<file path="src/rtl/push_conditioner_pkg.sv">
// Shared types and default timing for the push-button conditioner.
// Defaults assume a 50 MHz system clock.
package push_conditioner_pkg;

    typedef enum logic [2:0] {
        IDLE    = 3'd0,
        ARM_ON  = 3'd1,
        HELD    = 3'd2,
        REPEAT  = 3'd3,
        ARM_OFF = 3'd4
    } btn_state_e;

    localparam int N_BTN_DEF         = 3;
    localparam int DB_CYCLES_DEF     = 1_000_000;
    localparam int REPEAT_DELAY_DEF  = 25_000_000;
    localparam int REPEAT_PERIOD_DEF = 5_000_000;
    localparam int CNT_W_DEF         = 25;

endpackage

</file>
<file path="src/rtl/push_conditioner_if.sv">
// Button bundle between the board pins and pixelGeneration.
// The master drives the raw buttons; the slave returns the conditioned outputs.
interface push_conditioner_if
    import push_conditioner_pkg::*;
#(
    parameter int N_BTN = N_BTN_DEF
);
    logic [N_BTN-1:0] push;
    logic [N_BTN-1:0] push_level;
    logic [N_BTN-1:0] push_tick;
    logic [N_BTN-1:0] push_release;

    modport master (
        output push,
        input  push_level,
        input  push_tick,
        input  push_release
    );

    modport slave (
        input  push,
        output push_level,
        output push_tick,
        output push_release
    );
endinterface

</file>
<file path="src/rtl/push_conditioner_debounce_fsm.sv">
// One button: two-flop synchronizer, debounce/repeat FSM and registered outputs.
// DB_CYCLES must be at least 2.
module push_conditioner_debounce_fsm
    import push_conditioner_pkg::*;
#(
    parameter int DB_CYCLES     = DB_CYCLES_DEF,
    parameter int REPEAT_DELAY  = REPEAT_DELAY_DEF,
    parameter int REPEAT_PERIOD = REPEAT_PERIOD_DEF,
    parameter int CNT_W         = CNT_W_DEF
) (
    input  logic clk,
    input  logic rst,
    input  logic push_i,
    output logic level_o,
    output logic tick_o,
    output logic release_o
);

    // The sample that moves the FSM into an arming state is the first stable one.
    localparam logic [CNT_W-1:0] DB_LAST     = CNT_W'(DB_CYCLES - 2);
    localparam logic [CNT_W-1:0] DELAY_LAST  = CNT_W'(REPEAT_DELAY - 1);
    localparam logic [CNT_W-1:0] PERIOD_LAST = CNT_W'(REPEAT_PERIOD - 1);
    localparam logic [CNT_W-1:0] CNT_ONE     = CNT_W'(1);

    logic             sync1_q, sync_q;
    btn_state_e       state_q, state_d;
    logic [CNT_W-1:0] cnt_q, cnt_d;
    logic             level_q, level_d;
    logic             tick_q, tick_d;
    logic             release_q, release_d;

    // NOTE: sequential state uses non-blocking assignments so every flop samples pre-edge values.
    always_ff @(posedge clk or posedge rst) begin
        if (rst) begin
            sync1_q <= 1'b0;
            sync_q  <= 1'b0;
        end else begin
            sync1_q <= push_i;
            sync_q  <= sync1_q;
        end
    end

    // NOTE: every combinational output gets a default first so no latch is inferred.
    always_comb begin
        state_d   = state_q;
        cnt_d     = cnt_q + CNT_ONE;
        level_d   = level_q;
        tick_d    = 1'b0;
        release_d = 1'b0;

        case (state_q)
            IDLE: begin
                level_d = 1'b0;
                cnt_d   = '0;
                if (sync_q) state_d = ARM_ON;
            end
            ARM_ON: begin
                if (!sync_q) begin
                    state_d = IDLE;
                    cnt_d   = '0;
                end else if (cnt_q == DB_LAST) begin
                    state_d = HELD;
                    cnt_d   = '0;
                    level_d = 1'b1;
                    tick_d  = 1'b1;
                end
            end
            HELD: begin
                if (!sync_q) begin
                    state_d = ARM_OFF;
                    cnt_d   = '0;
                end else if (cnt_q == DELAY_LAST) begin
                    state_d = REPEAT;
                    cnt_d   = '0;
                    tick_d  = 1'b1;
                end
            end
            REPEAT: begin
                if (!sync_q) begin
                    state_d = ARM_OFF;
                    cnt_d   = '0;
                end else if (cnt_q == PERIOD_LAST) begin
                    cnt_d  = '0;
                    tick_d = 1'b1;
                end
            end
            ARM_OFF: begin
                // A bounce back high restarts the repeat delay without a new tick.
                if (sync_q) begin
                    state_d = HELD;
                    cnt_d   = '0;
                end else if (cnt_q == DB_LAST) begin
                    state_d   = IDLE;
                    cnt_d     = '0;
                    level_d   = 1'b0;
                    release_d = 1'b1;
                end
            end
            default: begin
                state_d = IDLE;
                cnt_d   = '0;
                level_d = 1'b0;
            end
        endcase
    end

    always_ff @(posedge clk or posedge rst) begin
        if (rst) begin
            state_q   <= IDLE;
            cnt_q     <= '0;
            level_q   <= 1'b0;
            tick_q    <= 1'b0;
            release_q <= 1'b0;
        end else begin
            state_q   <= state_d;
            cnt_q     <= cnt_d;
            level_q   <= level_d;
            tick_q    <= tick_d;
            release_q <= release_d;
        end
    end

    assign level_o   = level_q;
    assign tick_o    = tick_q;
    assign release_o = release_q;

endmodule

</file>
<file path="src/rtl/push_conditioner.sv">
// Conditions the raw push buttons for pixelGeneration: one independent
// debounce/repeat channel per button, outputs concatenated onto the bus.
module push_conditioner
    import push_conditioner_pkg::*;
#(
    parameter int N_BTN         = N_BTN_DEF,
    parameter int DB_CYCLES     = DB_CYCLES_DEF,
    parameter int REPEAT_DELAY  = REPEAT_DELAY_DEF,
    parameter int REPEAT_PERIOD = REPEAT_PERIOD_DEF,
    parameter int CNT_W         = CNT_W_DEF
) (
    input  logic                clk,
    input  logic                rst,
    push_conditioner_if.slave   bus
);

    logic [N_BTN-1:0] level_w;
    logic [N_BTN-1:0] tick_w;
    logic [N_BTN-1:0] release_w;

    for (genvar i = 0; i < N_BTN; i++) begin : g_btn
        push_conditioner_debounce_fsm #(
            .DB_CYCLES    (DB_CYCLES),
            .REPEAT_DELAY (REPEAT_DELAY),
            .REPEAT_PERIOD(REPEAT_PERIOD),
            .CNT_W        (CNT_W)
        ) u_fsm (
            .clk      (clk),
            .rst      (rst),
            .push_i   (bus.push[i]),
            .level_o  (level_w[i]),
            .tick_o   (tick_w[i]),
            .release_o(release_w[i])
        );
    end

    assign bus.push_level   = level_w;
    assign bus.push_tick    = tick_w;
    assign bus.push_release = release_w;

endmodule

</file>
<file path="src/flat_wrapper.sv">
// flat-port wrapper written by rule: the top's interface ports become plain ports
module push_conditioner_flat import push_conditioner_pkg::*;
#(
    parameter int N_BTN         = N_BTN_DEF,
    parameter int DB_CYCLES     = DB_CYCLES_DEF,
    parameter int REPEAT_DELAY  = REPEAT_DELAY_DEF,
    parameter int REPEAT_PERIOD = REPEAT_PERIOD_DEF,
    parameter int CNT_W         = CNT_W_DEF
)
  (clk, rst, bus_push, bus_push_level, bus_push_tick, bus_push_release);
  push_conditioner_if #(.N_BTN(N_BTN)) bus_i ();
  input  logic clk;
  input  logic rst;
  input wire logic [$bits(bus_i.push)-1:0] bus_push;
  output wire logic [$bits(bus_i.push_level)-1:0] bus_push_level;
  output wire logic [$bits(bus_i.push_tick)-1:0] bus_push_tick;
  output wire logic [$bits(bus_i.push_release)-1:0] bus_push_release;
  assign bus_i.push = bus_push;
  assign bus_push_level = bus_i.push_level;
  assign bus_push_tick = bus_i.push_tick;
  assign bus_push_release = bus_i.push_release;
  push_conditioner #(.N_BTN(N_BTN), .DB_CYCLES(DB_CYCLES), .REPEAT_DELAY(REPEAT_DELAY), .REPEAT_PERIOD(REPEAT_PERIOD), .CNT_W(CNT_W)) u_core (.clk(clk), .rst(rst), .bus(bus_i));
endmodule
</file>
<file path="config.mk">
export PLATFORM = sky130hd
export DESIGN_NAME = push_conditioner_flat
export DESIGN_NICKNAME = d
export VERILOG_FILES = /design/src/rtl/push_conditioner_pkg.sv /design/src/rtl/push_conditioner_if.sv /design/src/rtl/push_conditioner_debounce_fsm.sv /design/src/rtl/push_conditioner.sv /design/src/flat_wrapper.sv
export SDC_FILE = /design/constraint.sdc
export NUM_CORES = 1
export LEC_CHECK = 0
export ABC_AREA = 1
export CAP_MARGIN = 20
export CORE_UTILIZATION = 40
export CTS_CLUSTER_DIAMETER = 60
export DETAILED_ROUTE_END_ITERATION = 10
export HOLD_SLACK_MARGIN = 0.05
export PLACE_DENSITY_LB_ADDON = 0.08
export SLEW_MARGIN = 30
export SYNTH_ARGS = -nofsm -noshare
export SYNTH_HDL_FRONTEND = slang
export SYNTH_SLANG_ARGS = --single-unit
</file>
<file path="constraint.sdc">
create_clock -name clk -period 5.85 [get_ports clk]
set_input_delay 1.17 -clock clk [delete_from_list [all_inputs] [get_ports clk]]
set_output_delay 1.17 -clock clk [all_outputs]
set_load 0.005 [all_outputs]
</file>
* Yosys cells after proc, flatten, opt, wreduce, memory -nomap -nowiden
Cells that the tools add are included.
** Storage, ports and cells
- Logic and storage cells :: 180
- Memories kept :: 0
- Bits of input ports :: 5
- Register bits after elaboration :: 99
- RAM bits :: 0
- Output and inout bits :: 9
- Latch bits :: 0
- Memory bits (read-only) :: 0
** Cells by class
- Bitwise operators :: 3
- Divide/modulo/power cells :: 0
- Reduce and logical (&&, ||, !) cells :: 12
- $lt $le $gt $ge :: 0
- Shift operators :: 0
- Equal/unequal tests :: 48
- Add/subtract/negate cells :: 3
- Multiplexer cells :: 93
- Multiply operators :: 0
** Operators with widths (number)
- two-way mux 25 bit :: 21
- case mux 25 bit (4 select lines) :: 3
- adder 25 x 1 -> 25 bit, second input constant :: 3
- == test 25 x 20 -> 1 bit, second input constant :: 3
- == test 25 x 23 -> 1 bit, second input constant :: 3
- == test 25 bit, second input constant :: 3
- two-way mux 3 bit :: 24
- case mux 3 bit (5 select lines) :: 3
- two-way mux 1 bit :: 36
- != test 2 bit, second input constant :: 18
- AND reduction 5 bit :: 6
- != test 3 bit, second input constant :: 9
- == test 3 x 2 -> 1 bit, second input constant :: 6
- case mux 1 bit (3 select lines) :: 6
- == test 3 x 1 -> 1 bit, second input constant :: 3
- == test 3 bit, second input constant :: 3
- logical NOT 3 bit :: 3
- OR reduction 2 bit :: 3
- inverter 1 bit :: 3

* Depth between registers and ports, before layout
- Depth in word-level cells :: 4
- Mapped depth :: 12
- Depth with buffers taken out :: 12

* Cells and area by module
From an unflattened synthesis, not the netlist that was laid out.
** Second synthesis, totals
- Cell total of the unflattened synthesis :: 881
- Area, all modules :: 6226.0 sq um
** Modules (own cells, without submodules)
- push_conditioner_debounce_fsm (u_core.g_btn[0].u_fsm) :: cells each 318, area an instance 2160.8 sq um, sequential area each 825.8 sq um, instances 1
- push_conditioner_debounce_fsm (u_core.g_btn[2].u_fsm) :: cells each 288, area an instance 2050.7 sq um, sequential area each 825.8 sq um, instances 1
- push_conditioner_debounce_fsm (u_core.g_btn[1].u_fsm) :: cells each 275, area an instance 2014.4 sq um, sequential area each 825.8 sq um, instances 1

* Worst setup path before layout
OpenSTA, ideal clock, no wires.
- Path kind :: register -> register
- Start point :: register u_core.g_btn[1].u_fsm.cnt_q[0]
- End point :: register u_core.g_btn[1].u_fsm.cnt_q[7]
- Stages on the path, launching flop included :: 12
- Arrival time :: 1.556 ns
- Slack :: 4.172 ns
- Path buffers :: 1
- Period minus slack after synthesis :: 1.678 ns
- Library setup time :: 0.122 ns
- Required time :: 5.728 ns
- Path through :: dfrtp_1 > ha_1 > inv_1 > nor2_4 > nand3b_4 > nor2_2 > nand3_1 > nand2_2 > nand2_4 > nor2_8 > buf_12 > nor2_2
** Between the ends
- Longest elaborated chain between the ends :: 4
- Elaborated cells between the ends (all ways) :: 12
- Those cells by class :: 1 x add/sub; 3 x eq/ne; 8 x mux
** Ends and longest elaborated chain
- start: declaration :: RTL line push_conditioner_debounce_fsm.sv:27 : logic [CNT_W-1:0] cnt_q, cnt_d;
- start signal: assignment :: RTL line push_conditioner_debounce_fsm.sv:116 : cnt_q <= cnt_d;
- adder 25 x 1 -> 25 bit, or another cell as far along :: RTL line push_conditioner_debounce_fsm.sv:46 : cnt_d = cnt_q + CNT_ONE;
- two-way mux 25 bit, on equally long branches (2 in a row)
- case mux 25 bit (4 select lines) * :: RTL line push_conditioner_debounce_fsm.sv:51 : case (state_q)
- via u_core.g_btn[1].u_fsm.cnt_d[7] :: RTL line push_conditioner_debounce_fsm.sv:27
Mark *: on every way through the listed nets, which the timed path passes. The rest lies on a longest branch.
A chain may end at the register's enable or synchronous reset.

* Final worst setup path
- Start point :: register u_core.g_btn[1].u_fsm.level_q
- End point :: output port bus_push_level[1]
** RTL lines
- start: declaration :: RTL line push_conditioner_debounce_fsm.sv:28 : logic level_q, level_d;
- start signal: assignment :: RTL line push_conditioner_debounce_fsm.sv:117 : level_q <= level_d;
- end: declaration :: RTL line flat_wrapper.sv:15 : output wire logic [$bits(bus_i.push_level)-1:0] bus_push_level;
No word-level cell between the ends.

==> impl_metrics.env <==
export IMPL_place_ws_ns=3.04
export IMPL_root_buffer="clkbuf_16"
export IMPL_hpwl_um=9910
export IMPL_grt_max_degree=64
export IMPL_grt_usage=0.183
export IMPL_syn2layout_area_growth_pct=7.60
export IMPL_post_route_period_util=0.407
export IMPL_use_met3=0.0333
export IMPL_crit_path_max_incr_delay_ns=0.50
export IMPL_worst_slew_pin_slew_ns=0.802
export IMPL_clk_pin_slew_ns=0.07
export IMPL_antenna_cells=0
export IMPL_cp_start_kind="flop"
export IMPL_antenna_found_initial=0
export IMPL_portBuffers=13
export IMPL_syn_cell_area_um2=6210
export IMPL_cts_setup_buffers=0
export IMPL_maxSlewViolCount=0
export IMPL_cp_arrival_ns=1.21
export IMPL_cp_cell_sequence="clkdlybuf4s50_1"
export IMPL_regToRegStartpoint="u_core.g_btn[2].u_fsm.cnt_q[17]"
export IMPL_wl_per_cell_um=12.6
export IMPL_yosysUniqueCellTypes=40
export IMPL_p_total_uw=1810
export IMPL_coreArea_um2=15100
export IMPL_use_met1=0.232
export IMPL_final_nets=878
export IMPL_drc=0
export IMPL_setup_tns_ns=0
export IMPL_tritoncts="yes"
export IMPL_cts_hold_buf=0
export IMPL_place_inst=1044
export IMPL_ys_warn_count=0
export IMPL_clk_path_buf_depth=2
export IMPL_ioPinCount=14
export IMPL_critPathRequiredTime_ns=4.68
export IMPL_viasPerCell=4.96
export IMPL_fillers=1541
export IMPL_layout_common_cells="nand2_1, nor2_1, inv_1, dfrtp_1, nand3_1"
export IMPL_overflow=0
export IMPL_cts_num_sinks=99
export IMPL_syn_nets=873
export IMPL_r2r_end="u_core.g_btn[2].u_fsm.cnt_q[23]"
export IMPL_vias=5251
export IMPL_cp_max_fo=2
export IMPL_worst_slack_ns=3.47
export IMPL_finalSetupViolCount=0
export IMPL_num_rows=45
export IMPL_drive_gt1_frac=0.0861
export IMPL_min_delay_path_depth=0
export IMPL_final_cell_count_no_fill=1059
export IMPL_ctsResizeCount=0
export IMPL_reg2regPathDepth=9
export IMPL_htreeDepth=3
export IMPL_grt_pass1_wl_um=23600
export IMPL_grtUsageMet2=0.315
export IMPL_dieArea_um2=16000
export IMPL_mostFrequentLayoutCell="nand2_1"
export IMPL_syn_mean_instance_area_um2=7.20
export IMPL_antenna_left=0
export IMPL_min_from="u_core.g_btn[0].u_fsm.sync1_q"
export IMPL_placed_cell_area_um2=6400
export IMPL_path_delay_family="buffers and inverters"
export IMPL_power_density_nw_per_um2=272
export IMPL_hold_path_end="u_core.g_btn[0].u_fsm.sync_q"
export IMPL_status="finished, final reports clean"
export IMPL_crit_path_end_kind="primary output"
export IMPL_die_height_um=127
export IMPL_postSynthCellCount=862
export IMPL_cpMaxStageDelayCell="clkdlybuf4s50_1"
export IMPL_die_w_um=127
export IMPL_p_leak_uw=0.00308
export IMPL_seqCellArea_um2=2480
export IMPL_crit_buf_inv=1
export IMPL_drt_iter0_drc=317
export IMPL_stdcell_area_um2=6680
export IMPL_start_util=0.410
export IMPL_ys_seq_elements=99
export IMPL_worstSetupPathType="reg -> out"
export IMPL_first_global_vias=5209
export IMPL_slew_headroom=0.466
export IMPL_wirelength_um=13300
export IMPL_finalHoldViolations=0
export IMPL_drt_first_pass_iters=5
export IMPL_fin_worst_skew_ns=0.00773
export IMPL_fmax_mhz=420
export IMPL_ir_worst_vdd_mv=0.291
export IMPL_top_usage_layer="met2"
export IMPL_cts_buffers=9
export IMPL_place_gp_congestion=0.885
export IMPL_grt_setup_unrepaired="false"
export IMPL_r2r_setup_slack_ns=3.70
export IMPL_synth_yosys_seq_area_share=0.399
export IMPL_maxCapViolCount=0
export IMPL_insertion_delay_ns=0.36
export IMPL_multi_input_area_um2=3030
export IMPL_min_path_type="reg -> reg"
export IMPL_min_period_ns=2.38
==> power breakdown <==
part	internal (uW)	total, uW	switching, uW
Sequential	732	776	44.5
Clock	291	567	276
Combinational	138	471	334
Total	1160	1810	654
==> final cells by class <==
class / instances / area share
clock buffer: 9 / 0.0337
clock inverter: 6 / 0.00731
inverter: 140 / 0.0792
multi-input combinational: 603 / 0.453
sequential: 99 / 0.371
tap: 188 / 0.0352
timing repair buffer: 14 / 0.0206
==> cell families (layout without fill, tap and decap cells) <==
| group | after synthesis | count (layout) | synth area share |
|---|---|---|---|
| flops | 99 | 99 | 0.399 |
| compound gates | 46 | 46 | 0.0405 |
| xor+xnor | 33 | 33 | 0.0466 |
| simple gates | 518 | 518 | 0.388 |
| fa+ha+maj | 6 | 6 | 0.0121 |
| buf+inv | 160 | 169 | 0.113 |
==> sequential cells by signal, summed over array words and instances, names as in the netlist <==
signal	count
u_core.g_btn.u_fsm.cnt_q	75
u_core.g_btn.u_fsm.level_o	3
u_core.g_btn.u_fsm.release_o	3
u_core.g_btn.u_fsm.state_q	9
u_core.g_btn.u_fsm.sync1_q	3
u_core.g_btn.u_fsm.sync_q	3
u_core.g_btn.u_fsm.tick_o	3
==> worst max-delay path by stage <==
| stage | from | end | slack (ns) | cells past startpoint |
|---|---|---|---|---|
| floorplan | rst | u_core.g_btn[0].u_fsm.cnt_q[0] | 2.09 | 1 |
| global placement | rst | u_core.g_btn[2].u_fsm.cnt_q[9] | 3.08 | 3 |
| detailed placement | rst | u_core.g_btn[0].u_fsm.cnt_q[1] | 3.04 | 3 |
| CTS | rst | u_core.g_btn[2].u_fsm.cnt_q[14] | 3.42 | 3 |
| global route | rst | u_core.g_btn[0].u_fsm.cnt_q[1] | 3.24 | 3 |
| finish | u_core.g_btn[1].u_fsm.level_o | bus_push_level[1] | 3.47 | 1 |
==> routing by layer <==
metal / share of wire / wire length (um)
met1: 0.47 / 6270
met2: 0.48 / 6390
met3: 0.037 / 489
met4: 0.015 / 195
met5: 0 / 0
==> synth_stat cells <==
cell type | n | share of area
nand3_1 | 75 | 0.060
o21ai_1 | 2 | 0.0016
buf_12 | 2 | 0.0065
o31ai_1 | 2 | 0.0024
nand3b_4 | 1 | 0.0032
inv_2 | 5 | 0.0030
nor3_1 | 34 | 0.027
nand4_1 | 30 | 0.030
nand2_1 | 177 | 0.11
clkbuf_1 | 2 | 0.0012
ha_1 | 6 | 0.012
dfrtp_1 | 99 | 0.40
a31o_2 | 1 | 0.0014
a21oi_1 | 8 | 0.0065
clkinv_2 | 1 | 0.00081
nand3_4 | 1 | 0.0028
buf_6 | 4 | 0.0073
nor3_2 | 4 | 0.0065
nor4b_1 | 1 | 0.0014
o21bai_1 | 2 | 0.0024
nor2_2 | 27 | 0.027
buf_4 | 10 | 0.012
nand2_2 | 6 | 0.0060
o21ai_0 | 26 | 0.021
xor2_1 | 26 | 0.037
nor3b_1 | 1 | 0.0012
buf_2 | 2 | 0.0016
or2_2 | 2 | 0.0020
inv_1 | 134 | 0.081
nand2_4 | 1 | 0.0018
xnor2_1 | 7 | 0.0099
nor3_4 | 2 | 0.0052
nand3b_1 | 3 | 0.0036
nor2_4 | 4 | 0.0073
nand3_2 | 2 | 0.0032
o22ai_1 | 3 | 0.0030
a211oi_1 | 1 | 0.0012
nor2_8 | 1 | 0.0032
a31oi_1 | 1 | 0.0010
nor2_1 | 146 | 0.088
==> metrics by stage <==
step	util	hold WS [ns]
floorplan	-	0.331
global placement	0.423	0.335
detailed placement	0.423	0.336
CTS	0.441	0.354
global route	0.441	0.362
finish	0.441	0.352
Power figures use the tool's default switching activity.
